### src/rtl/game_pkg.sv
// Shared encodings and field widths for the match-state core.
package game_pkg;

    localparam int SCORE_W = 4;
    localparam int SEC_W   = 6;

    typedef enum logic [1:0] {
        ST_IDLE = 2'b00,
        ST_PLAY = 2'b01,
        ST_OVER = 2'b10
    } state_t;

    typedef enum logic [1:0] {
        WIN_NONE = 2'b00,
        WIN_P1   = 2'b01,
        WIN_P2   = 2'b10,
        WIN_TIE  = 2'b11
    } winner_t;

    function automatic winner_t decide_winner(input logic [SCORE_W-1:0] s1,
                                              input logic [SCORE_W-1:0] s2);
        if (s1 > s2)
            return WIN_P1;
        else if (s2 > s1)
            return WIN_P2;
        return WIN_TIE;
    endfunction

endpackage

### src/rtl/tick_gen.sv
// Purpose: prescaler emitting a one-cycle tick every CLK_HZ enabled cycles.
// Latency: tick is combinational on the terminal-count cycle.
// Backpressure: none; counter is held at 0 whenever en is low.
module tick_gen #(
    parameter int CLK_HZ = 100_000_000
) (
    input  logic clk,
    input  logic rst,
    input  logic en,
    output logic tick
);

    localparam int CNT_W = (CLK_HZ > 1) ? $clog2(CLK_HZ) : 1;
    localparam logic [CNT_W-1:0] TERM = CNT_W'(CLK_HZ - 1);

    logic [CNT_W-1:0] cnt;

    always_ff @(posedge clk or posedge rst) begin
        if (rst)
            cnt <= '0;
        else if (!en || cnt == TERM)
            cnt <= '0;
        else
            cnt <= cnt + 1'b1;
    end

    assign tick = en && (cnt == TERM);

endmodule

### src/rtl/game_clock_score.sv
// Purpose: match timer, per-player scores and IDLE/PLAY/OVER sequencing.
// Latency: an input edge sampled on one clock is visible on outputs the next.
// Backpressure: none; level inputs are edge-detected, held levels fire once.
module game_clock_score
    import game_pkg::*;
#(
    parameter int CLK_HZ       = 100_000_000,
    parameter int GAME_SECONDS = 60,
    parameter int MAX_SCORE    = 9
) (
    input  logic               clk,
    input  logic               rst,
    input  logic               start,
    input  logic               goal1,
    input  logic               goal2,
    output logic [SCORE_W-1:0] score1,
    output logic [SCORE_W-1:0] score2,
    output logic [SEC_W-1:0]   seconds,
    output logic [1:0]         state,
    output logic [1:0]         winner
);

    localparam logic [SEC_W-1:0]   SEC_INIT  = SEC_W'(GAME_SECONDS);
    localparam logic [SCORE_W-1:0] SCORE_TOP = SCORE_W'(MAX_SCORE);

    logic    start_q, goal1_q, goal2_q;
    logic    start_ev, goal1_ev, goal2_ev;
    logic    play_en, tick;
    state_t  st;
    winner_t win;

    logic [SCORE_W-1:0] s1_nxt, s2_nxt;
    logic [SEC_W-1:0]   sec_nxt;
    logic               done;

    always_ff @(posedge clk or posedge rst) begin
        if (rst) begin
            start_q <= 1'b0;
            goal1_q <= 1'b0;
            goal2_q <= 1'b0;
        end else begin
            start_q <= start;
            goal1_q <= goal1;
            goal2_q <= goal2;
        end
    end

    assign start_ev = start & ~start_q;
    assign goal1_ev = goal1 & ~goal1_q;
    assign goal2_ev = goal2 & ~goal2_q;

    assign play_en = (st == ST_PLAY);

    tick_gen #(.CLK_HZ(CLK_HZ)) u_tick_gen (
        .clk  (clk),
        .rst  (rst),
        .en   (play_en),
        .tick (tick)
    );

    // Goals land before the end-of-match test, so a goal on the final tick counts.
    assign s1_nxt  = (goal1_ev && score1 < SCORE_TOP) ? score1 + 1'b1 : score1;
    assign s2_nxt  = (goal2_ev && score2 < SCORE_TOP) ? score2 + 1'b1 : score2;
    assign sec_nxt = (tick && seconds != '0) ? seconds - 1'b1 : seconds;
    assign done    = (sec_nxt == '0) || (s1_nxt == SCORE_TOP) || (s2_nxt == SCORE_TOP);

    always_ff @(posedge clk or posedge rst) begin
        if (rst) begin
            st      <= ST_IDLE;
            win     <= WIN_NONE;
            score1  <= '0;
            score2  <= '0;
            seconds <= SEC_INIT;
        end else begin
            case (st)
                ST_IDLE, ST_OVER: begin
                    if (start_ev) begin
                        st      <= ST_PLAY;
                        win     <= WIN_NONE;
                        score1  <= '0;
                        score2  <= '0;
                        seconds <= SEC_INIT;
                    end
                end
                ST_PLAY: begin
                    score1  <= s1_nxt;
                    score2  <= s2_nxt;
                    seconds <= sec_nxt;
                    if (done) begin
                        st  <= ST_OVER;
                        win <= decide_winner(s1_nxt, s2_nxt);
                    end
                end
                default: st <= ST_IDLE;
            endcase
        end
    end

    assign state  = st;
    assign winner = win;

endmodule
### config.mk
export PLATFORM = sky130hd
export DESIGN_NAME = game_clock_score
export DESIGN_NICKNAME = d
export VERILOG_FILES = /design/src/rtl/game_pkg.sv /design/src/rtl/tick_gen.sv /design/src/rtl/game_clock_score.sv
export SDC_FILE = /design/constraint.sdc
export NUM_CORES = 1
export LEC_CHECK = 0
export CORE_MARGIN = 2
export CORE_UTILIZATION = 55
export CTS_CLUSTER_DIAMETER = 200
export DETAILED_ROUTE_END_ITERATION = 7
export HOLD_SLACK_MARGIN = 0.15
export PLACE_DENSITY = 0.76
export REMOVE_ABC_BUFFERS = 1
export SLEW_MARGIN = 40
export SYNTH_ARGS = -nofsm -noshare
export SYNTH_HDL_FRONTEND = slang
export SYNTH_HIERARCHICAL = 1
export SYNTH_SLANG_ARGS = --single-unit
### constraint.sdc
create_clock -name clk -period 3.7 [get_ports clk]
set_input_delay 0.37 -clock clk [delete_from_list [all_inputs] [get_ports clk]]
set_output_delay 0.37 -clock clk [all_outputs]
set_load 0.01 [all_outputs]
**Word-level counts from Yosys, hierarchy flattened**

Index checks and enable logic that the tools add are counted.

- Bitwise logic cells: 6
- Multiply operators: 0
- Eq/ne operators: 7
- Multiplexer cells: 22
- Div/mod/pow operators: 0
- Add/sub/neg operators: 4
- Reduce and logical (&&, ||, !) cells: 16
- $lt $le $gt $ge: 4
- Shift-type cells: 0

Operator list:

| kind | number |
|---|---|
| $add A27 B1 Y27 const B | 1 |
| $eq A27 B27 Y1 const B | 1 |
| $mux W27 | 1 |
| $pmux W4 S2 | 2 |
| $mux W2 | 7 |
| $mux W4 | 3 |
| $mux W6 | 2 |
| $pmux W6 S2 | 1 |
| $add A4 B1 Y4 const B | 2 |
| $eq A4 B4 Y1 const B | 2 |
| $gt A4 B4 Y1 | 2 |
| $lt A4 B4 Y1 const B | 2 |
| $pmux W2 S2 | 2 |
| $logic_not A6 Y1 | 1 |
| $reduce_bool A6 Y1 | 1 |
| $sub A6 B1 Y6 const B | 1 |
| $logic_and A1 B1 Y1 | 4 |
| $mux W1 | 4 |
| $ne A2 B2 Y1 const B | 2 |
| $reduce_and A2 Y1 | 2 |
| $and A1 B1 Y1 | 3 |
| $logic_or A1 B1 Y1 | 3 |
| $not A1 Y1 | 3 |
| $reduce_and A3 Y1 | 1 |
| other kinds (6) | 6 |

- Bits in latches: 0
- Memories: 0
- Register bits after elaboration: 48
- Input bits: 5
- RAM bits: 0
- ROM bits: 0
- Word-level logic and storage cells: 68
- Output and inout bits: 18

**Logic depth before layout (Yosys ltp)**

- Depth in word-level cells: 12
- Gate-level depth with buffers: 13
- Mapped depth without buffers: 13

**By module**

Netlist, hierarchy kept.

By module, submodules not included:

| module | instances | area an instance (um^2) | cells an instance | seq. area each (um^2) |
|---|---|---|---|---|
| game_clock_score | 1 | 1420.1 | 157 | 530.5 |
| tick_gen | 1 | 1415.1 | 144 | 675.6 |

**Worst setup path before layout**

Ideal clock, no wire load.

- Path kind: register -> register
- From: reg u_tick_gen.cnt[0]
- To: reg win[1], in the netlist winner[1]
- Setup time: 0.101 ns
- Path slack: 1.005 ns
- Path buffers: 1
- Stages on the path, launching flop included: 12
- Data required time: 3.599 ns
- Data arrival time: 2.594 ns
- Clock period less this slack: 2.695 ns
- Cells stage by stage: dfrtp_1 > ha_1 > and3_1 > buf_2 > nand3_1 > nor4_1 > nor2b_1 > and4_1 > nand3b_1 > a211oi_2 > nor2_2 > o32ai_1

- Word-level cells in the longest chain between the ends: 9

Ends and longest elaborated chain:

| what | line | source |
|---|---|---|
| start, declared | tick_gen.sv:16 | `logic [CNT_W-1:0] cnt;` |
| start signal, assigned | tick_gen.sv:24 | `cnt <= cnt + 1'b1;` |
| $eq A27 B27 Y1 | tick_gen.sv:27 | `assign tick = en && (cnt == TERM);` |
| $logic_and A1 B1 Y1 | tick_gen.sv:27 |  |
| via tick | game_clock_score.sv:28 | `logic play_en, tick;` |
| $logic_and A1 B1 Y1 | game_clock_score.sv:64 | `assign sec_nxt = (tick && seconds != '0) ? seconds - 1'b1 : seconds;` |
| $mux W6 | game_clock_score.sv:64 |  |
| $logic_not A6 Y1 | game_clock_score.sv:65 | `assign done = (sec_nxt == '0) \|\| (s1_nxt == SCORE_TOP) \|\| (s2_nxt == SCORE_TOP);` |
| $logic_or A1 B1 Y1 (2 in a row) | game_clock_score.sv:65 |  |
| $ne A2 B2 Y1 (no line) | -- |  |
| $reduce_and A3 Y1 (no line) | -- |  |
| end signal, assigned | game_clock_score.sv:91 | `win <= decide_winner(s1_nxt, s2_nxt);` |
| end, declared | game_clock_score.sv:30 | `winner_t win;` |

The timed path passes the listed nets, and every way through them passes these cells.
A chain may end at the register's enable or synchronous reset.

**Worst setup path in the final report**

Ends and elaborated chain as after synthesis.

==> key figures <==
Final layout
  • P&R area growth vs syn: 12.31%
  • Most common cell after layout, fill and taps aside: dfrtp_1
  • Share of layout cells above drive strength 1: 0.1025
  • # diodes: 0
  • # fillers: 432
  • Most frequent cells in the layout: 44 x dfrtp_1, 27 x nor2_1, 22 x clkdlybuf4s50_1
  • Final std cells w/o fill: 392
  • Nets: 336
  • Final instance area: 0.003184 sq mm

Floorplanning
  • # IOs: 23
  • Rows: 26
  • Die area: 0.005745 sq mm
  • DIE HEIGHT: 75.80 um
  • Initial core utilization: 0.5623
  • Core box area: 0.005042 sq mm
  • Die Span X: 75.80 um

Placed design
  • IO buf count: 22
  • Post-Place Cell Area: 0.003094 sq mm
  • DP HPWL: 3910 um
  • Setup WS pre-CTS: 0.6430 ns
  • GP Congestion: 0.7892
  • Placed insts: 384

Detailed routing
  • Wire per inst: 14.07 um
  • Vias per cell: 5.717
  • DR pass1 iterations: 4
  • Routed via count: 2,241
  • DRC: 0
  • DRT antenna net count: 0
  • Final wirelength: 5516 um
  • DR iter-0 viols: 119

Job
  • Max_cap viols: 0

Global routing
  • Tot GR Track Use: 0.2131
  • First-pass GRT wire length: 9466 um
  • Antenna violations before repair: 0
  • Total grt overflow: 0
  • Pin count of the biggest net entering global routing: 28
  • Vias in the first global route: 2,115

STA
  • Fin crit period: 3.086 ns
  • Setup-failing EPs final: 0
  • FMAX: 0.3240 GHz
  • Max-slew violations: 0
  • RSZ-0062 raised after global routing: no
  • Setup TNS: 0 ns
  • Slack of the critical path: 0.6137 ns
  • Measured slew at the worst slew-check pin: 0.5905 ns
  • Final worst path period share: 0.8341
  • Max Clock Skew: 0.01065 ns
  • Final Hold Fails: 0
  • Worst rel slew slack: 0.6059

Setup path
  • Worst setup path category: register to register
  • R2R depth: 10
  • Reg2reg setup slack: 0.61 ns
  • Crit path capture type: register
  • Reg-to-reg endpoint: winner[1]$_DFFE_PP0P_
  • Nature of the critical path startpoint: register
  • Worst Setup SP: u_tick_gen/cnt[0]$_DFF_PP0_
  • CP endpoint: winner[1]$_DFFE_PP0P_
  • Critical path arrival: 3.29 ns
  • Reg2Reg Launch Point: u_tick_gen/cnt[0]$_DFF_PP0_
  • CP Max Fanout: 7
  • CP required: 3.90 ns

Worst hold path
  • Worst min path class: input pin to asynchronous set/reset pin

Logic synthesis
  • Area contributors post-synth: dfrtp_1 39%, ha_1 4.4%, dfstp_2 3.7%, nor2_1 3.7%, a21oi_1 3.5%
  • Mapped Area: 0.002835 sq mm
  • Post-Synth Simple-Gate Area: 0.2339
  • Syn Inst Count: 301
  • Post-Synth XOR/XNOR Area: 0.04634
  • Compound-Gate Fraction of Synth Area: 0.1893
  • Largest family of logic cells by synthesized area: simple AND/OR/NAND/NOR gates
  • Sequential area share after synthesis: 0.4254
  • Post-synthesis cell type count: 63
  • Main synth FF type: dfrtp_1
  • Area leader, netlist: dfrtp_1
  • Post-synth EDFFs: 0
  • Mux cell area share after synthesis: 0.01236
  • Synth top area share: 0.3883
  • FF+latch count, synth: 48
  • Avg Cell Area, Syn: 9.419 sq um
  • YS warnings: 6
  • Async S/R FF share, synth: 1.000
  • Post-Synth Adder-Cell Area: 0.04413

Status
  • Outcome: finished clean

Clock tree
  • Post-CTS resize count: 0
  • Htree depth: 2
  • Hold buffer count at cts: 0
  • CTS Buf Count: 5
  • Clk buf depth: 2
  • Root Driver: clkbuf_8
  • Clk_lat worst skew: 0.30 ns
  • Clock slew at reported path FFs: 0.09 ns
  • Num Clock Sinks: 48
  • # Post-CTS Setup Buffers: 0
  • CTS tree: yes

Pwr
  • Clock Power Share: 0.196
  • Power per cell area: 513.0 mW/mm^2
  • Sw frac: 0.3757
  • Seq pwr share: 0.392
  • Worst VDD drop: 0.2594 mV
  • PnR Total Power: 0.001634 W
  • Comb pwr share: 0.412
  • Cell Int Power: 0.001020 W
  • P_sw: 0.0006138 W
  • Leak Pwr: 1.274 nW
-- logic make-up after synthesis --
group,after synthesis
fa+ha+maj,10
simple gates,117
flops,48
xor+xnor,15
mux,3
compound gates,78
buf+inv,30
-- worst max-delay path, cell delays in order, from the launching register on --
cell and delay [ns]:
dfrtp_1 0.39, ha_1 0.19, and3_1 0.32, nand3_1 0.23, nor4_1 0.57, nor2b_1 0.27, and4_1 0.26, nand3b_1 0.10
a211oi_2 0.30, nor2_2 0.09, o32ai_1 0.27
-- worst min-delay path by stage --
stage	endpoint	cells past startpoint
detailed placement	u_tick_gen/cnt[0]$_DFF_PP0_	1
global placement	u_tick_gen/cnt[0]$_DFF_PP0_	1
floorplan	goal1_q$_DFF_PP0_	1
CTS	u_tick_gen/cnt[4]$_DFF_PP0_	2
global route	seconds[0]$_DFFE_PP0P_	2
finish	score2[1]$_DFFE_PP0P_	2
-- layer usage --
layer | routed length [um] | vias to the layer above | GRT usage | part of all wire
li1 | - | 1129 | - | -
met5 | 0 | - | 0 | 0
met2 | 2620 | 34 | 0.3506 | 0.47
met3 | 160 | 6 | 0.04101 | 0.029
met1 | 2673 | 1072 | 0.2852 | 0.48
met4 | 61 | 0 | 0.06433 | 0.011
-- cell type report --
class / count / area, sq um / area share
repair buffers: 24 / 235.2 / 0.07387
clock buffers: 8 / 90.09 / 0.02829
well taps: 70 / 87.58 / 0.02750
inverters: 19 / 71.32 / 0.02240
flip-flops and latches: 48 / 1206 / 0.3788
multi-input cells: 223 / 1494 / 0.4692
-- power groups by stage --
stage | Combinational (W) | Clock (W) | Sequential (W)
2_1_floorplan | 0.000437 | 0 | 0.000657
5_1_grt | 0.000750 | 0.000353 | 0.000648
4_1_cts | 0.000673 | 0.000333 | 0.000640
3_5_place_dp | 0.000666 | 0 | 0.000650
6_report | 0.000673 | 0.000320 | 0.000640
3_3_place_gp | 0.000648 | 0 | 0.000648
-- per-stage QoR --
| stage | util | hold WS, ns |
|---|---|---|
| CTS | 0.6315 | 0.4774 |
| finish | 0.6315 | 0.4381 |
| global route | 0.6315 | 0.4957 |
| floorplan | - | 0.3436 |
| detailed placement | 0.6136 | 0.4852 |
| global placement | 0.6117 | 0.4577 |
-- cells in the mapped netlist, drive strengths merged (7+ instances only) --
master and n:
o21ai 23, dfrtp 44, nand3 8, nand2 19, inv 19, ha 10
nor2 29, nand2b 8, buf 9, xor2 9, nand4 10, a21oi 24
o31ai 9, or4 8, or3 7
-- registers in the layout (all words and copies together) (netlist names) --
name / cells
u_tick_gen/cnt: 27
seconds: 6
goal2_q: 1
score2: 4
winner: 2
state: 2
start_q: 1
goal1_q: 1
score1: 4
Note: power is estimated with default switching activity, not from simulation.
